$ cat src/rtl/syn_updown_mod_counter.sv
// Parametrised synchronous up/down modulo counter with count enable, prescaler,
// clear, clamped parallel load, terminal-count flag and registered wrap pulse.
// Optional wrap event counter enabled by defining SYN_UPDOWN_MOD_COUNTER_WRAPCNT_EN.
module syn_updown_mod_counter #(
  parameter int WIDTH    = 3,
  parameter int MODULUS  = 8,
  parameter int PRESCALE = 1,
  parameter int RST_VAL  = 0
) (
  input  logic             clk,
  input  logic             rst,
  input  logic             en,
  input  logic             dir,
  input  logic             clr,
  input  logic             load,
  input  logic [WIDTH-1:0] load_val,
  output logic [WIDTH-1:0] q,
  output logic             tc,
  output logic             wrap
`ifdef SYN_UPDOWN_MOD_COUNTER_WRAPCNT_EN
  ,
  output logic [15:0]      wrap_cnt
`endif
);

  localparam logic [WIDTH-1:0] MAX_Q   = WIDTH'(MODULUS - 1);
  localparam logic [WIDTH-1:0] RST_Q   = WIDTH'(RST_VAL);
  localparam logic [WIDTH:0]   MOD_EXT = (WIDTH + 1)'(MODULUS);

  logic [WIDTH-1:0] r_q;
  logic             r_wrap;
  logic             w_ps_done;
  logic             w_step;
  logic             w_at_end;
  logic [WIDTH-1:0] w_next_q;
  logic [WIDTH-1:0] w_load_q;

  // Prescaler phase survives en=0 and dir changes; only rst/clr/load restart it.
  generate
    if (PRESCALE > 1) begin : g_ps
      localparam int            PS_W    = $clog2(PRESCALE);
      localparam logic [PS_W-1:0] PS_LAST = PS_W'(PRESCALE - 1);
      logic [PS_W-1:0] r_ps;

      always_ff @(posedge clk) begin
        if (rst || clr || load) begin
          r_ps <= '0;
        end else if (en) begin
          r_ps <= (r_ps == PS_LAST) ? '0 : r_ps + 1'b1;
        end
      end

      assign w_ps_done = (r_ps == PS_LAST);
    end else begin : g_no_ps
      assign w_ps_done = 1'b1;
    end
  endgenerate

  assign w_step   = en && w_ps_done;
  // End of range in the current direction: doubles as the terminal-count flag.
  assign w_at_end = dir ? (r_q == MAX_Q) : (r_q == '0);
  assign w_load_q = ({1'b0, load_val} >= MOD_EXT) ? MAX_Q : load_val;

  always_comb begin
    w_next_q = r_q;
    if (dir) begin
      w_next_q = w_at_end ? '0 : r_q + 1'b1;
    end else begin
      w_next_q = w_at_end ? MAX_Q : r_q - 1'b1;
    end
  end

  always_ff @(posedge clk) begin
    if (rst || clr) begin
      r_q    <= RST_Q;
      r_wrap <= 1'b0;
    end else if (load) begin
      r_q    <= w_load_q;
      r_wrap <= 1'b0;
    end else if (w_step) begin
      r_q    <= w_next_q;
      r_wrap <= w_at_end;
    end else begin
      r_wrap <= 1'b0;
    end
  end

  assign q    = r_q;
  assign tc   = w_at_end;
  assign wrap = r_wrap;

`ifdef SYN_UPDOWN_MOD_COUNTER_WRAPCNT_EN
  logic [15:0] r_wrap_cnt;

  always_ff @(posedge clk) begin
    if (rst || clr) begin
      r_wrap_cnt <= '0;
    end else if (!load && w_step && w_at_end && (r_wrap_cnt != 16'hFFFF)) begin
      r_wrap_cnt <= r_wrap_cnt + 16'd1;
    end
  end

  assign wrap_cnt = r_wrap_cnt;
`endif

endmodule

$ cat config.mk
export PLATFORM = sky130hd
export DESIGN_NAME = syn_updown_mod_counter
export DESIGN_NICKNAME = d
export VERILOG_FILES = /design/src/rtl/syn_updown_mod_counter.sv
export SDC_FILE = /design/constraint.sdc
export NUM_CORES = 1
export LEC_CHECK = 0
export CORE_AREA = 2 2 39 41
export DETAILED_ROUTE_END_ITERATION = 10
export DIE_AREA = 0 0 41 43
export PLACE_DENSITY = 0.47
export SLEW_MARGIN = 20
export SYNTH_ARGS = -nofsm -noshare
export SYNTH_HDL_FRONTEND = slang
export SYNTH_SLANG_ARGS = --single-unit
export TNS_END_PERCENT = 10
$ cat constraint.sdc
create_clock -name clk -period 1.5 [get_ports clk]
set_input_delay 0.3 -clock clk [delete_from_list [all_inputs] [get_ports clk]]
set_output_delay 0.3 -clock clk [all_outputs]
set_load 0.01 [all_outputs]
Word-level counts from Yosys, hierarchy flattened
Index checks and enable logic that the tools add are counted.

Add/subtract/negate cells: 2. Eq/ne operators: 1. Reductions and logical operators: 4. Muxes and demuxes: 6. Bitwise logic cells: 1.

Operator list (number): $mux 3 (5); $add 3x1->3 const B (1); $eq 3x3->1 const B (1); $logic_not 3->1 (1); $reduce_or 3->1 (1); $sub 3x1->3 const B (1); $reduce_bool 2->1 (1); $logic_or 1x1->1 (1); $mux 1 (1); $not 1->1 (1).

Input bits: 9. Register bits after elaboration: 4. Logic and storage cells: 16. Output and inout bits: 5.

Depth between registers and ports, before layout
Word-level depth: 6. Mapped depth: 5.

Worst setup path after synthesis
No wires, ideal clock.

Kind: reg-to-output. Start point: register r_q[0], in the netlist q[0]. End point: output tc. Setup slack: 182 ps. Data arrival time: 1018 ps. Data required time: 1200 ps. Cell stages (with the launch flop): 5. Path through: dfxtp_1 -> inv_1 -> ha_1 -> nor3b_2 -> a21o_1.

Cells in the longest elaborated chain, start to end: 2.

Ends and longest elaborated chain: start, declared (line 30) `logic [WIDTH-1:0] r_q;`; start signal, assigned (line 78) `r_q <= w_load_q;`; start signal, assigned (line 81) `r_q <= w_next_q;`; $eq 3x3->1 or $logic_not 3->1 (tied branches) (line 61) `assign w_at_end = dir ? (r_q == MAX_Q) : (r_q == '0);`; $mux 1 (*) (line 61); end, declared (line 18) `output logic tc,`.

Every way passes the cells marked *; elsewhere a longest branch is shown, timed or not.

Final worst setup path
Same ends and word-level chain as after synthesis.

==> results.sh <==
export IMPL_outcome="complete, but fails checks"
export IMPL_violations="negative setup slack"
export IMPL_die_area_um2=1760
export IMPL_vias_per_cell=4.42
export IMPL_crit_type="reg -> out"
export IMPL_seq_area_frac_synth=0.275
export IMPL_fin_tns_setup_ps=-28.5
export IMPL_r2r_start="q[0]"
export IMPL_clock_sinks=4
export IMPL_startpoint="q[0]"
export IMPL_ys_top_cells_by_area="dfxtp_1 27%, ha_1 21%, a21oi_1 6.9%"
export IMPL_antenna_cells=0
export IMPL_grt_max_degree=6
export IMPL_cts_tree="yes"
export IMPL_dp_hpwl_um=574
export IMPL_clk_latency_ps=230
export IMPL_synth_area_um2=292
export IMPL_cts_root_buf="clkbuf_4"
export IMPL_gr_total_overflow=0
export IMPL_port_buffers=13
export IMPL_whs_ps=575
export IMPL_vias=327
export IMPL_endpoint_kind="primary output"
export IMPL_die_x_um=41
export IMPL_clockBufferDepth=2
export IMPL_fin_ws_ps=-28.5
export IMPL_path_max_fanout=3
export IMPL_syn_to_final_growth_pct=89.7
export IMPL_grt_use_total=0.109
export IMPL_synth_area_leader_cell="dfxtp_1"
export IMPL_post_route_drc_count=0
export IMPL_syn_nets=47
export IMPL_syn_inst=33
export IMPL_rsz0062_at_grt="true"
export IMPL_fin_cells=74
export IMPL_clock_skew_final_ps=1.95
export IMPL_fin_area_um2=553
export IMPL_grt_pass1_vias=334
export IMPL_final_util=0.400
export IMPL_syn_area_per_cell_um2=8.83
export IMPL_ios=14
export IMPL_multi_input_area_um2=218
export IMPL_grt_first_pass_wirelength_um=1280
export IMPL_worstRegToRegCells=5
export IMPL_drv_cap=0
export IMPL_post_route_period_util=1.02
export IMPL_h_tree_depth=1
export IMPL_hold_depth=3
export IMPL_power_density_nw_per_um2=646
export IMPL_dp_cells=71
export IMPL_initial_utilization=0.211
export IMPL_routed_wl_um=740
export IMPL_cp_start_kind="flip-flop"
export IMPL_drtAntennaViolNets=0
export IMPL_post_route_min_period_ps=1530
export IMPL_hold_viol=0
export IMPL_slew_headroom=0.828
export IMPL_worstPathArrival_ps=1230
export IMPL_core_area_um2=1380
export IMPL_fill_cells=158
export IMPL_regArea_um2=83.8
export IMPL_dp_slack_ps=-416
export IMPL_final_net_count=74
export IMPL_gp_congestion=0.685
export IMPL_drive_gt1_frac=0.379
export IMPL_finalMaxSlewViolations=0
export IMPL_irDropWorstVdd_mv=0.467
export IMPL_setup_viol=1
export IMPL_synth_cell_types=18
export IMPL_die_h_um=43
export IMPL_post_drt_wl_per_cell_um=10.0
export IMPL_power_leakage_nw=0.278
export IMPL_synth_seq_cells=4
export IMPL_place_area_um2=509
export IMPL_dr_pass1_iters=1
export IMPL_cp_data_required_time_ps=1200
export IMPL_clkTransAtPathRegs_ps=40
export IMPL_yosysTopAreaCellShare=0.275
export IMPL_first_iter_violations=0
export IMPL_antenna_found_initial=0
export IMPL_ys_warnings_count=0
export IMPL_tightest_slew_ps=257
export IMPL_max_freq_mhz=654
export IMPL_cts_buffers=3
export IMPL_power_uw=357
export IMPL_min_path_type="in -> reg"
export IMPL_rows=14
export IMPL_min_from="dir"
## logic make-up after synthesis
group	share of synthesized area
compound gates	0.253
simple gates	0.142
fa+ha+maj	0.215
buf+inv	0.0515
flops	0.275
xor+xnor	0.0300
mux	0.0343
## path summary, 6_finish.rpt
kind | slack [ps] | endpoint
worst max-delay path | -30 | tc
worst min-delay path | 570 | wrap
worst max register to register | 300 | q[2]
worst min register to register | 690 | q[1]
## where the power goes
group	internal [mW]	switching, mW
Clock	0.0894	0.0431
Combinational	0.0663	0.0400
Sequential	0.113	0.00551
## cells in the mapped netlist
master	instances
ha_1	5
a21oi_1	4
dfxtp_1	4
inv_1	4
o211ai_1	2
o21ai_0	2
a21o_1	1
a31oi_1	1
and3b_1	1
mux2i_1	1
nand2_1	1
nand2b_1	1
nor2_1	1
nor3b_2	1
o21a_1	1
o31ai_1	1
or3_1	1
xnor2_1	1
## critical path: stages, from the launching register on
cell     delay (ps)
dfxtp_2         320
ha_2            190
ha_1            170
a21o_1          180
buf_2           130
## placed cells by master (no fill, tap or decap)
| cell type | Yosys | routed |
|---|---|---|
| buf_4 | 0 | 10 |
| clkdlybuf4s50_1 | 0 | 8 |
| a21oi_1 | 4 | 4 |
| ha_1 | 5 | 3 |
| clkbuf_4 | 0 | 3 |
| dfxtp_2 | 0 | 3 |
| inv_2 | 0 | 2 |
| inv_1 | 4 | 2 |
| o211ai_1 | 2 | 2 |
| o21ai_0 | 2 | 2 |
| dlymetal6s2s_1 | 0 | 2 |
| nor3b_4 | 0 | 1 |
| a21o_1 | 1 | 1 |
| o31ai_1 | 1 | 1 |
| nand2b_1 | 1 | 1 |
| a31oi_1 | 1 | 1 |
| nor2_1 | 1 | 1 |
| or3_1 | 1 | 1 |
| and3b_1 | 1 | 1 |
| xnor2_1 | 1 | 1 |
| mux2i_1 | 1 | 1 |
| nand2_1 | 1 | 1 |
| o21a_1 | 1 | 1 |
| ha_4 | 0 | 1 |
| ha_2 | 0 | 1 |
| dlygate4sd2_1 | 0 | 1 |
| buf_2 | 0 | 1 |
| dfxtp_1 | 4 | 1 |
## repair_timing
item                       CTS  global route
resized for setup           14             3
buffers inserted             0             0
hold buffers                 0             0
setup endpoints to repair    4             2
## metal layers
layer | share of wire | global-route usage | vias to the layer above | wire length (um)
met5 | 0 | 0 | - | 0
met3 | 0.10 | 0.0785 | 0 | 76
met4 | 0 | 0.0200 | 0 | 0
li1 | - | - | 168 | -
met1 | 0.39 | 0.125 | 149 | 288
met2 | 0.51 | 0.163 | 10 | 375
## state kept, by name, summed over array words and instances (netlist names)
signal,flops
wrap,1
q,3
## layout make-up
class | instances | area share
clock buffer | 3 | 0.0407
timing repair buffer | 22 | 0.351
tap | 16 | 0.0362
sequential | 4 | 0.152
multi-input combinational | 25 | 0.394
inverter | 4 | 0.0271
Note: power is estimated with default switching activity, not from simulation.
